`src/rtl/vectors_pkg.sv`:
```
// Shared constants for the vectors arithmetic/shift reference block.
// Holds the default operand widths, the default shift amounts and the
// quotient value returned on a divide-by-zero.
package vectors_pkg;

   localparam int unsigned AW_DEF  = 4;
   localparam int unsigned BW_DEF  = 3;
   localparam int unsigned XW_DEF  = 8;
   localparam int unsigned SHL_DEF = 1;
   localparam int unsigned SHR_DEF = 1;
   localparam int unsigned SHA_DEF = 2;

   // Quotient returned when the divisor is zero (and on saturation).
   localparam logic [BW_DEF-1:0] DIV0_Q = '1;

endpackage : vectors_pkg

```
`src/rtl/vectors_divu.sv`:
```
// Combinational unsigned restoring divider.
// Ports:
//   dividend_i  AW-bit unsigned dividend
//   divisor_i   BW-bit unsigned divisor
//   quotient_o  BW-bit quotient; all-ones when divisor is zero or when the
//               true quotient does not fit in BW bits
module vectors_divu
   import vectors_pkg::*;
#(
   parameter int unsigned AW = AW_DEF,
   parameter int unsigned BW = BW_DEF
) (
   input  logic [AW-1:0] dividend_i,
   input  logic [BW-1:0] divisor_i,
   output logic [BW-1:0] quotient_o
);

   // Partial remainder is one bit wider than the divisor: before each shift it
   // is below the divisor, so after the shift it is below twice the divisor.
   logic [BW:0]   rem;
   logic [AW-1:0] q_full;
   logic          div0;
   logic          sat;

   // Restoring long division, one quotient bit per dividend bit, MSB first.
   always_comb begin
      rem    = '0;
      q_full = '0;
      for (int i = int'(AW) - 1; i >= 0; i--) begin
         rem = {rem[BW-1:0], dividend_i[i]};
         if (rem >= {1'b0, divisor_i}) begin
            rem       = rem - {1'b0, divisor_i};
            q_full[i] = 1'b1;
         end
      end
   end

   assign div0 = (divisor_i == '0);
   // Any quotient bit at or above BW means the result is too large.
   assign sat  = ((q_full >> BW) != '0);

   assign quotient_o = (div0 || sat) ? '1 : q_full[BW-1:0];

endmodule : vectors_divu

```
`src/rtl/vectors.sv`:
```
// Registered arithmetic/shift reference block.
// Ports:
//   clk, rst_n      clock and asynchronous active-low reset
//   in1, in2        AW-bit unsigned operands
//   in3             BW-bit unsigned multiplier/divisor
//   x               XW-bit shift source
//   out1            in1+in2 (AW+1 bits, MSB is carry)
//   out2            in1-in2 (AW+1-bit two's complement)
//   out3            low AW bits of in1*in3
//   out4            floor(in1/in3), saturated, all-ones on divide-by-zero
//   y1, y2, y3      x<<SHL, x>>SHR (logical), x>>>SHA (signed)
// All outputs are registered; latency is one clock.
module vectors
   import vectors_pkg::*;
#(
   parameter int unsigned AW  = AW_DEF,
   parameter int unsigned BW  = BW_DEF,
   parameter int unsigned XW  = XW_DEF,
   parameter int unsigned SHL = SHL_DEF,
   parameter int unsigned SHR = SHR_DEF,
   parameter int unsigned SHA = SHA_DEF
) (
   input  logic          clk,
   input  logic          rst_n,
   input  logic [AW-1:0] in1,
   input  logic [AW-1:0] in2,
   input  logic [BW-1:0] in3,
   input  logic [XW-1:0] x,
   output logic [AW:0]   out1,
   output logic [AW:0]   out2,
   output logic [AW-1:0] out3,
   output logic [BW-1:0] out4,
   output logic [XW-1:0] y1,
   output logic [XW-1:0] y2,
   output logic [XW-1:0] y3
);

   localparam int unsigned PW = AW + BW;

   logic [AW:0]   out1_d, out1_q;
   logic [AW:0]   out2_d, out2_q;
   logic [AW-1:0] out3_d, out3_q;
   logic [BW-1:0] out4_d, out4_q;
   logic [XW-1:0] y1_d, y1_q;
   logic [XW-1:0] y2_d, y2_q;
   logic [XW-1:0] y3_d, y3_q;
   logic [PW-1:0] prod;

   // Quotient path.
   vectors_divu #(
      .AW (AW),
      .BW (BW)
   ) u_divu (
      .dividend_i (in1),
      .divisor_i  (in3),
      .quotient_o (out4_d)
   );

   // Sum/difference are formed at AW+1 bits so carry and sign are kept.
   always_comb begin
      out1_d = {1'b0, in1} + {1'b0, in2};
      out2_d = {1'b0, in1} - {1'b0, in2};
      prod   = PW'(in1) * PW'(in3);
      out3_d = prod[AW-1:0];
      y1_d   = x << SHL;
      y2_d   = x >> SHR;
      y3_d   = XW'($unsigned($signed(x) >>> SHA));
   end

   // Single output register stage.
   always_ff @(posedge clk or negedge rst_n) begin
      if (!rst_n) begin
         out1_q <= '0;
         out2_q <= '0;
         out3_q <= '0;
         out4_q <= '0;
         y1_q   <= '0;
         y2_q   <= '0;
         y3_q   <= '0;
      end else begin
         out1_q <= out1_d;
         out2_q <= out2_d;
         out3_q <= out3_d;
         out4_q <= out4_d;
         y1_q   <= y1_d;
         y2_q   <= y2_d;
         y3_q   <= y3_d;
      end
   end

   assign out1 = out1_q;
   assign out2 = out2_q;
   assign out3 = out3_q;
   assign out4 = out4_q;
   assign y1   = y1_q;
   assign y2   = y2_q;
   assign y3   = y3_q;

endmodule : vectors

```
`config.mk`:
```
export PLATFORM = sky130hd
export DESIGN_NAME = vectors
export DESIGN_NICKNAME = d
export VERILOG_FILES = /design/src/rtl/vectors_pkg.sv /design/src/rtl/vectors_divu.sv /design/src/rtl/vectors.sv
export SDC_FILE = /design/constraint.sdc
export NUM_CORES = 1
export LEC_CHECK = 0
export BUFFER_PORTS_ARGS = -buffer_cell sky130_fd_sc_hd__buf_2
export CAP_MARGIN = 20
export CORE_MARGIN = 3
export CORE_UTILIZATION = 45
export DETAILED_ROUTE_END_ITERATION = 10
export PLACE_DENSITY = 0.74
export SLEW_MARGIN = 10
export SYNTH_ARGS = -nofsm -noshare
export SYNTH_HDL_FRONTEND = slang
export SYNTH_SLANG_ARGS = --single-unit
export TNS_END_PERCENT = 30
```
`constraint.sdc`:
```
create_clock -name clk -period 1.6 [get_ports clk]
set_clock_uncertainty 0.05 [all_clocks]
set_input_delay 0.24 -clock clk [delete_from_list [all_inputs] [get_ports clk]]
set_output_delay 0.24 -clock clk [all_outputs]
set_load 0.01 [all_outputs]
```
==> impl_metrics.toml <==
[floorplanning]
die_x_um = 66.6
initial_core_util_pct = 48.0
num_io_pins = 62
die-height_um = 66.6
rows = 21
fp.coreArea_um2 = 3440
die-area_um2 = 4430

[sta]
timing.final.ws_setup_ns = -1.84
hold_violations = 0
worstMarginPinSlew_ns = 0.501
period_needed_ns = 3.44
final.setup.tns_ns = -3.09
slew_violations = 0
post-route-period-util_pct = 215
setup_violations = 3
rsz0062_at_grt = "true"
slew_headroom_pct = 66.6
fmax_mhz = 291

[worst_setup_path]
critPathLaunchType = "primary input"
worstPathArrival_ns = 3.52
path_class = "in -> reg"
required_ns = 1.69
end_kind = "register"
cp_max_fo = 3

[logic_synthesis]
synth_area_um2 = 1650
synth_edf_count = 0
synth_cell_type_count = 32
ys_async_sr_fraction_pct = 100
yosysSeqAreaShare_pct = 36.4
synth-main-ff-cell = "dfrtp_1"
synth_warnings = 0
synth.avg_cell_area_um2 = 10.7
syn_inst = 155
ys_ff_latch = 24

[worst_hold_path]
hold_end = "y3[0]"
min-delay-start = "x[2]"
holdPathStages = 1
hold_class = "in -> reg"

[routing]
post-route-drc-count = 0
dr_total_vias = 1288
wl_um = 3260
dr.pass1.iters = 4
dr.first_iter.drc_count = 60
via_per_inst = 4.55
ant_nets = 0
wire_per_inst_um = 11.5

[clocking]
h-tree-depth = 1
clockBufferDepth = 2
cts_sinks = 24
cts_made_buffers = 3
path_clk_slew_ns = 0.08
tritoncts = "done"
cts_root_buffer = "clkbuf_8"

[final_layout]
num_antenna_cells = 0
nFillCells = 253
finalInstanceArea_um2 = 2370
final_common_cell = "buf_2"
syn_to_final_growth_pct = 43.6
final_cell_mix = "56 x buf_2, 35 x buf_4, 24 x dfrtp_1, 20 x ha_1, 15 x inv_1"
fin_nets = 289
drive_above_1_share_pct = 55.3

[run_status]
status = "complete, but fails checks"
violations = "setup timing"

[global_route]
grt_pass1_vias = 1228
grt_overflow = 0
grt_max_degree = 25
antenna_found_initial = 0
grt_usage_pct = 15.7
grt_pass1_wl_um = 5240

[placement]
port_buffers = 59
pre_cts_slack_ns = -2.15
dp_hpwl_um = 2760
placed_cell_area_um2 = 2180
place.gp.congestion = 0.843

[power_and_ir_drop]
p_leak_nw = 1.25
ir_drop_mv = 0.414
power_per_cell_area_nw_per_um2 = 859

[job]
cap_violations = 0
[what timing repair did]
action,in CTS,in global routing
buffers inserted,2,5
resized for setup,9,5
endpoints found under the hold margin,24,0
endpoints found under the setup margin,3,4
pin swaps,12,12
hold buffers,1,0
[critical path, stage by stage]
cell	delay, ns
buf_6	0.10
ha_4	0.24
buf_4	0.14
o21ai_2	0.15
nor2_2	0.05
ha_1	0.31
a21oi_2	0.19
o21a_4	0.16
mux2_4	0.33
inv_4	0.07
ha_4	0.19
nand2_2	0.05
nand2_2	0.05
a21oi_2	0.15
nand3_2	0.13
mux2i_1	0.15
ha_1	0.28
a21o_1	0.18
a221oi_2	0.25
o211ai_2	0.10
[power by group]
part	leakage (nW)	switching (mW)	internal (mW)
Combinational	0.936	0.386	0.431
Sequential	0.279	0.0205	0.684
Clock	0.0357	0.180	0.334
[metrics by stage]
stage / utilization, % / power (mW) / hold WS [ns] / std cells
2_1_floorplan: - / 1.18 / -0.106 / 156
3_3_place_gp: 63.4 / 1.44 / 0.182 / 271
3_5_place_dp: 63.4 / 1.46 / 0.189 / 271
4_1_cts: 67.5 / 2.02 / 0.0225 / 278
5_1_grt: 68.9 / 2.17 / 0.0171 / 283
6_report: 68.9 / 2.04 / 0.0271 / 283
[registers in the layout, summed over array words and instances (netlist names)]
signal	cells
out1	5
y3	5
out2	4
out3	4
out4	3
y1	2
y2	1
[kinds of logic after synthesis]
logic type | share of synthesized area, %
AO/OA/AOI/OAI | 8.94
AND/OR/NAND/NOR | 8.18
multiplexers | 3.79
flip-flops | 36.4
other | 0.227
buffers and inverters | 12.7
XOR/XNOR | 4.77
adder cells (fa/ha/maj) | 25.0
[area by class of cell]
class	count	area [um^2]	share of cell area, %
Sequential cell	24	601	25.3
Inverter	21	90.1	3.80
Multi-Input combinational cell	93	962	40.6
Clock inverter	1	30.0	1.27
Timing Repair Buffer	95	591	24.9
Tap cell	46	57.6	2.43
Clock buffer	3	41.3	1.74
[per-layer routing]
metal | up-vias | wire length, um | global-route usage, %
met5 | - | 0 | 0
met4 | 0 | 69 | 7.61
li1 | 644 | - | -
met2 | 47 | 1620 | 27.5
met3 | 6 | 197 | 2.19
met1 | 591 | 1370 | 18.6
[Yosys cell counts, types with 2 or more instances]
| master | number | share of area (%) |
|---|---|---|
| fa_1 | 5 | 6.1 |
| nand2_1 | 9 | 2.0 |
| o21ai_0 | 3 | 0.91 |
| a21o_1 | 2 | 0.91 |
| nor2_1 | 11 | 2.5 |
| xor2_1 | 5 | 2.7 |
| dfrtp_1 | 24 | 36 |
| ha_1 | 25 | 19 |
| inv_1 | 21 | 4.8 |
| o21bai_1 | 2 | 0.91 |
| nand2b_1 | 2 | 0.76 |
| mux2_4 | 2 | 1.8 |
| xnor2_1 | 4 | 2.1 |
| buf_4 | 17 | 7.7 |
| a21oi_1 | 6 | 1.8 |
[worst max-delay path by stage]
stage           start  slack [ns]  cells past startpoint      end
2_1_floorplan  in1[3]       -1.93                     21  out4[0]
3_3_place_gp   in1[3]       -2.04                     22  out4[0]
3_5_place_dp   in1[3]       -2.15                     22  out4[0]
4_1_cts        in1[3]       -1.82                     22  out4[0]
5_1_grt        in1[3]       -1.98                     22  out4[0]
6_report       in3[0]       -1.84                     20  out4[0]
(Power assumes the default switching activity.)
